**src/rtl/boton_pkg.sv**
```systemverilog
// boton_pkg: shared FSM encodings, board timing defaults and hold-progress levels for button conditioners
package boton_pkg;
  typedef enum logic [2:0] {
    ST_IDLE        = 3'd0,
    ST_DEB_PRESS   = 3'd1,
    ST_PRESSED     = 3'd2,
    ST_HELD        = 3'd3,
    ST_DEB_RELEASE = 3'd4
  } estado_t;
  localparam int DEB_CYC_50MHZ = 1_000_000;
  localparam int HOLD_CYC_5S   = 250_000_000;
  localparam logic [1:0] NIVEL_0 = 2'd0;
  localparam logic [1:0] NIVEL_1 = 2'd1;
  localparam logic [1:0] NIVEL_2 = 2'd2;
  localparam logic [1:0] NIVEL_3 = 2'd3;
endpackage

```
**src/rtl/sincronizador_2ff.sv**
```systemverilog
// sincronizador_2ff: two-flop synchronizer for an asynchronous input
// Ports: clk clock; reset async active-high (loads RST_VAL); d async input; q synchronized output.
module sincronizador_2ff #(
  parameter logic RST_VAL = 1'b0
) (
  input  logic clk,
  input  logic reset,
  input  logic d,
  output logic q
);
  logic m;
  always_ff @(posedge clk or posedge reset)
    if (reset) {q, m} <= {2{RST_VAL}};
    else       {q, m} <= {m, d};
endmodule

```
**src/rtl/boton_acondicionador.sv**
```systemverilog
// boton_acondicionador: synchronize, debounce and classify one push-button into short/long press pulses
// Ports: clk clock; reset async active-high; boton_in raw pin; presionado debounced level;
//        pulso_corto one-cycle short-press pulse on release; pulso_largo one-cycle long-hold pulse;
//        cuenta_hold 2-bit hold progress (quarters of HOLD_CYC, 0 when not pressed).
// Optional: define BOTON_REPEAT_EN to repeat pulso_largo every REPEAT_CYC cycles while held.
module boton_acondicionador
  import boton_pkg::*;
#(
  parameter int DEB_CYC    = DEB_CYC_50MHZ,
  parameter int HOLD_CYC   = HOLD_CYC_5S,
  parameter bit ACTIVE_LOW = 1'b1,
  parameter int REPEAT_CYC = 25_000_000
) (
  input  logic       clk,
  input  logic       reset,
  input  logic       boton_in,
  output logic       presionado,
  output logic       pulso_corto,
  output logic       pulso_largo,
  output logic [1:0] cuenta_hold
);
  localparam int DW = $clog2(DEB_CYC + 1);
  localparam int HW = $clog2(HOLD_CYC + 1);
  if (DEB_CYC < 2 || HOLD_CYC <= DEB_CYC || REPEAT_CYC < 1) begin : g_bad_cfg
    $error("boton_acondicionador: invalid DEB_CYC/HOLD_CYC/REPEAT_CYC");
  end
  estado_t state, state_n;
  logic origen_held, origen_n;
  logic [DW-1:0] deb_cnt, deb_n, deb_inc;
  logic [HW-1:0] hold_cnt, hold_n, hold_inc;
  logic sq, s, deb_done, long_hit, rep_hit, pres_n, corto_n;
  sincronizador_2ff #(.RST_VAL(ACTIVE_LOW)) u_sync (
    .clk   (clk),
    .reset (reset),
    .d     (boton_in),
    .q     (sq)
  );
  assign s        = sq ^ ACTIVE_LOW;
  // the cycle that enters a debounce state is the first stable sample, so DEB_CYC samples end at DEB_CYC-2
  assign deb_done = deb_cnt == DW'(DEB_CYC - 2);
  assign deb_inc  = deb_cnt == DW'(DEB_CYC) ? deb_cnt : deb_cnt + DW'(1);
  assign hold_inc = hold_cnt == HW'(HOLD_CYC) ? hold_cnt : hold_cnt + HW'(1);
  // a press not yet classified as long reaches the threshold, even while its release is being debounced
  assign long_hit = hold_cnt == HW'(HOLD_CYC - 1) &&
                    (state == ST_PRESSED || (state == ST_DEB_RELEASE && !origen_held));
  assign cuenta_hold = !presionado                      ? NIVEL_0 :
                       hold_cnt >= HW'(3 * HOLD_CYC / 4) ? NIVEL_3 :
                       hold_cnt >= HW'(HOLD_CYC / 2)     ? NIVEL_2 :
                       hold_cnt >= HW'(HOLD_CYC / 4)     ? NIVEL_1 : NIVEL_0;
`ifdef BOTON_REPEAT_EN
  localparam int RW = $clog2(REPEAT_CYC + 1);
  logic [RW-1:0] rep_cnt;
  assign rep_hit = state == ST_HELD && rep_cnt == RW'(REPEAT_CYC - 1);
  // frozen outside HELD so a bounced release resumes the repeat cadence
  always_ff @(posedge clk or posedge reset)
    if (reset)                  rep_cnt <= '0;
    else if (long_hit)          rep_cnt <= '0;
    else if (state == ST_HELD)  rep_cnt <= rep_hit ? '0 : rep_cnt + RW'(1);
`else
  assign rep_hit = 1'b0;
`endif
  always_comb begin
    state_n  = state;
    origen_n = origen_held | long_hit;
    deb_n    = deb_cnt;
    hold_n   = hold_cnt;
    pres_n   = presionado;
    corto_n  = 1'b0;
    case (state)
      ST_IDLE: if (s) begin
        state_n = ST_DEB_PRESS;
        deb_n   = '0;
      end
      ST_DEB_PRESS:
        if (!s) state_n = ST_IDLE;
        else if (deb_done) begin
          state_n = ST_PRESSED;
          pres_n  = 1'b1;
          hold_n  = '0;
        end else deb_n = deb_inc;
      ST_PRESSED: begin
        hold_n = hold_inc;
        if (long_hit) state_n = ST_HELD;
        else if (!s) begin
          state_n  = ST_DEB_RELEASE;
          origen_n = 1'b0;
          deb_n    = '0;
        end
      end
      ST_HELD: if (!s) begin
        state_n  = ST_DEB_RELEASE;
        origen_n = 1'b1;
        deb_n    = '0;
      end
      ST_DEB_RELEASE: begin
        hold_n = hold_inc;
        if (s) begin
          state_n = origen_n ? ST_HELD : ST_PRESSED;
          deb_n   = '0;
        end else if (deb_done) begin
          state_n = ST_IDLE;
          pres_n  = 1'b0;
          hold_n  = '0;
          corto_n = !origen_n;
        end else deb_n = deb_inc;
      end
      default: state_n = ST_IDLE;
    endcase
  end
  always_ff @(posedge clk or posedge reset)
    if (reset) begin
      state       <= ST_IDLE;
      origen_held <= 1'b0;
      deb_cnt     <= '0;
      hold_cnt    <= '0;
      presionado  <= 1'b0;
      pulso_corto <= 1'b0;
      pulso_largo <= 1'b0;
    end else begin
      state       <= state_n;
      origen_held <= origen_n;
      deb_cnt     <= deb_n;
      hold_cnt    <= hold_n;
      presionado  <= pres_n;
      pulso_corto <= corto_n;
      pulso_largo <= long_hit | rep_hit;
    end
endmodule

```
**config.mk**
```make
export PLATFORM = sky130hd
export DESIGN_NAME = boton_acondicionador
export DESIGN_NICKNAME = d
export VERILOG_FILES = /design/src/rtl/boton_pkg.sv /design/src/rtl/sincronizador_2ff.sv /design/src/rtl/boton_acondicionador.sv
export SDC_FILE = /design/constraint.sdc
export NUM_CORES = 1
export LEC_CHECK = 0
export ABC_CLOCK_PERIOD_IN_PS = 4300
export BUFFER_PORTS_ARGS = -buffer_cell sky130_fd_sc_hd__buf_2
export CELL_PAD_IN_SITES_DETAIL_PLACEMENT = 0
export CELL_PAD_IN_SITES_GLOBAL_PLACEMENT = 1
export CORE_AREA = 8 8 117 140
export DETAILED_ROUTE_END_ITERATION = 10
export DIE_AREA = 0 0 125 148
export GPL_ROUTABILITY_DRIVEN = 1
export PLACE_DENSITY = 0.57
export SKIP_LAST_GASP = 1
export SLEW_MARGIN = 20
export SYNTH_ARGS = -nofsm -noshare
export SYNTH_HDL_FRONTEND = slang
export SYNTH_SLANG_ARGS = --single-unit
```
**constraint.sdc**
```tcl
create_clock -name clk -period 4.3 [get_ports clk]
set_input_delay 0.86 -clock clk [delete_from_list [all_inputs] [get_ports clk]]
set_output_delay 0.86 -clock clk [all_outputs]
set_load 0.02 [all_outputs]
```
==> results.json <==
{
  "status": "complete, no violations",
  "synth.distinct_cells": 66,
  "wirelength_um": 11600,
  "grt_usage_pct": 12.9,
  "r2r_slack_ns": 1.46,
  "dp_hpwl_um": 7970,
  "drive_gt1_share_pct": 10.9,
  "grt_pass1_vias": 3558,
  "relSlewSlack_pct": 39.9,
  "grt_overflow_total": 0,
  "cts_num_sinks": 57,
  "vias": 3716,
  "area_delta_synth_final_pct": 8.25,
  "fin_nets": 463,
  "syn_area_per_cell_sq_um": 8.78,
  "period_share_pct": 74.5,
  "synth_edf_count": 0,
  "die_area_sq_um": 18500,
  "ys_seq_area_share_pct": 34.6,
  "fin_skew_ns": 0.00693,
  "hold_buffers": 0,
  "coreArea_sq_um": 14200,
  "slew_viol_final": 0,
  "worst_ep_arrival_time_ns": 2.35,
  "synthCells": 470,
  "post-cts-setup-buffer-count": 0,
  "period_needed_ns": 3.21,
  "io_pins": 8,
  "startpoint": "hold_cnt[11]",
  "drv_cap": 0,
  "irDropWorstVdd_mv": 0.167,
  "tightest_slew_ns": 0.899,
  "ff2ff_path_depth": 6,
  "via_per_inst": 5.85,
  "placed_cell_area_sq_um": 4190,
  "setup_tns_ns": 0,
  "start_util_pct": 29.1,
  "finalSetupViolCount": 0,
  "clk_path_buf_depth": 2,
  "crit_path_start_kind": "flop",
  "path_max_fanout": 13,
  "min_path_type": "flop to flop",
  "p_leak_nw": 1.61,
  "synth.cell_area_sq_um": 4130,
  "die_x_um": 125,
  "r2r_start": "deb_cnt[12]",
  "cts_root_buffer": "clkbuf_16",
  "rows": 48,
  "ys_async_sr_fraction_pct": 100,
  "fmax_ghz": 0.312,
  "mostFrequentLayoutCells": "55 x dfrtp_1, 40 x nand2_1, 38 x a21oi_1, 37 x nand3_1, 29 x or4_1",
  "hold_violations": 0,
  "r2r-end": "hold_cnt[15]",
  "path_class": "flop to output port",
  "cp.required_ns": 3.44,
  "diodes": 0,
  "antenna_left": 0,
  "cts_resized": 0,
  "path_clk_slew_ns": 0.05,
  "cts_max_level": 3,
  "avgRoutedWirePerCell_um": 18.3,
  "fin_area_sq_um": 4470,
  "first_pass_iters": 4,
  "grt_setup_unrepaired": "no",
  "post-route-drc-count": 0,
  "end_kind": "output port",
  "ys_ff_latch": 57,
  "syn_nets": 478,
  "final_common_cell": "dfrtp_1",
  "grt_max_degree": 39,
  "grt_pass1_wl_um": 19200,
  "synth_warnings": 0,
  "dieHeight_um": 148,
  "port-buffer-count": 7,
  "routabilityCongestion": 0.797,
  "p_per_area_nw_per_um2": 324,
  "antenna_found_initial": 0,
  "numCtsBuffers": 9,
  "critPathCapture": "cuenta_hold[0]",
  "drt_iter0_drc": 143,
  "ys.flop_type": "dfrtp_1",
  "cts_tree": "built",
  "clk_latency_ns": 0.33
}
==> final cells by class <==
class / instances / area, sq um
flip-flops and latches: 57 / 1430
fillers: 1518 / 9710
multi-input cells: 363 / 2440
inverters: 14 / 52.6
repair buffers: 10 / 57.6
clock buffers: 16 / 272
well taps: 175 / 219
==> worst min path at each step <==
stage / start / slack, ns / to / depth (start not counted)
after floorplan: u_sync.m / 0.35 / u_sync.q / 0
after global placement: u_sync.m / 0.35 / u_sync.q / 0
after detailed placement: u_sync.m / 0.35 / u_sync.q / 0
after CTS: u_sync.m / 0.36 / u_sync.q / 0
after global routing: u_sync.m / 0.36 / u_sync.q / 0
final: u_sync.m / 0.36 / u_sync.q / 0
==> critical path: stages, from the launching register on <==
cell	delay (ns)
dfrtp_1	0.58
nand4b_1	0.15
or4_1	0.45
o31ai_1	0.26
a31oi_1	0.07
a311oi_1	0.28
buf_2	0.22
==> per-stage QoR <==
| step | power, mW | instances | hold WS, ns | worst slack, ns | utilization, % |
|---|---|---|---|---|---|
| after detailed placement | 0.794 | 619 | 0.354 | 1.42 | 29.6 |
| after global routing | 1.52 | 635 | 0.363 | 0.943 | 31.5 |
| after floorplan | 0.742 | 470 | 0.345 | 1.43 | - |
| after global placement | 0.788 | 619 | 0.354 | 1.42 | 29.6 |
| after CTS | 1.47 | 635 | 0.362 | 1.06 | 31.5 |
| final | 1.45 | 635 | 0.359 | 1.09 | 31.5 |
==> cells in the mapped netlist, types with 3 or more instances <==
| cell type | n | area share, % |
|---|---|---|
| and4_1 | 4 | 0.85 |
| a211oi_1 | 4 | 0.73 |
| o21ai_0 | 18 | 2.2 |
| a21oi_2 | 4 | 0.85 |
| nand3_1 | 37 | 4.5 |
| or3_1 | 7 | 1.1 |
| mux2i_1 | 17 | 4.1 |
| nand3b_1 | 10 | 1.8 |
| or4_1 | 29 | 5.3 |
| and2_1 | 6 | 0.91 |
| nor4b_1 | 4 | 0.85 |
| a31o_2 | 3 | 0.64 |
| a22o_1 | 4 | 0.85 |
| dfrtp_1 | 55 | 33 |
| nor3b_1 | 3 | 0.55 |
| nand2_1 | 40 | 3.6 |
| and3_1 | 8 | 1.2 |
| nor4bb_1 | 3 | 0.73 |
| o31ai_1 | 24 | 4.4 |
| nor3_1 | 9 | 1.1 |
| nand2b_1 | 6 | 0.91 |
| clkbuf_1 | 19 | 1.7 |
| inv_1 | 14 | 1.3 |
| a21oi_1 | 38 | 4.6 |
| a2111oi_0 | 3 | 0.64 |
| buf_2 | 9 | 1.1 |
| nand4_1 | 16 | 2.4 |
| ha_1 | 5 | 1.5 |
| nor2_1 | 16 | 1.5 |
| buf_6 | 5 | 1.4 |
| nor4b_2 | 3 | 1.1 |
| a31oi_1 | 3 | 0.46 |
==> logic make-up after synthesis <==
family,share of synthesized area [%]
adders and majority gates,1.52
muxes,4.12
and+or+nand+nor,33.6
AOI/OAI and AO/OA,19.8
DFF,34.6
buffers and inverters,6.31
==> per-layer routing <==
metal | vias to the layer above | wire length (um) | GRT usage, %
li1 | 1791 | - | -
met1 | 1849 | 5200 | 15.3
met2 | 57 | 5770 | 21.6
met3 | 19 | 308 | 2.41
met4 | 0 | 329 | 7.08
met5 | - | 0 | 0
==> power by group <==
group / leakage (nW) / internal, mW / switching [mW] / total, mW
clock network: 0.131 / 0.422 / 0.245 / 0.667
registers: 0.785 / 0.557 / 0.0481 / 0.605
logic: 0.699 / 0.0656 / 0.110 / 0.176
==> sequential cells by signal, summed over array words and instances (netlist names) <==
register,cells
u_sync.m,1
pulso_corto,1
u_sync.q,1
state,3
pulso_largo,1
origen_held,1
deb_cnt,20
hold_cnt,28
presionado,1
Note: power is estimated with default switching activity, not from simulation.
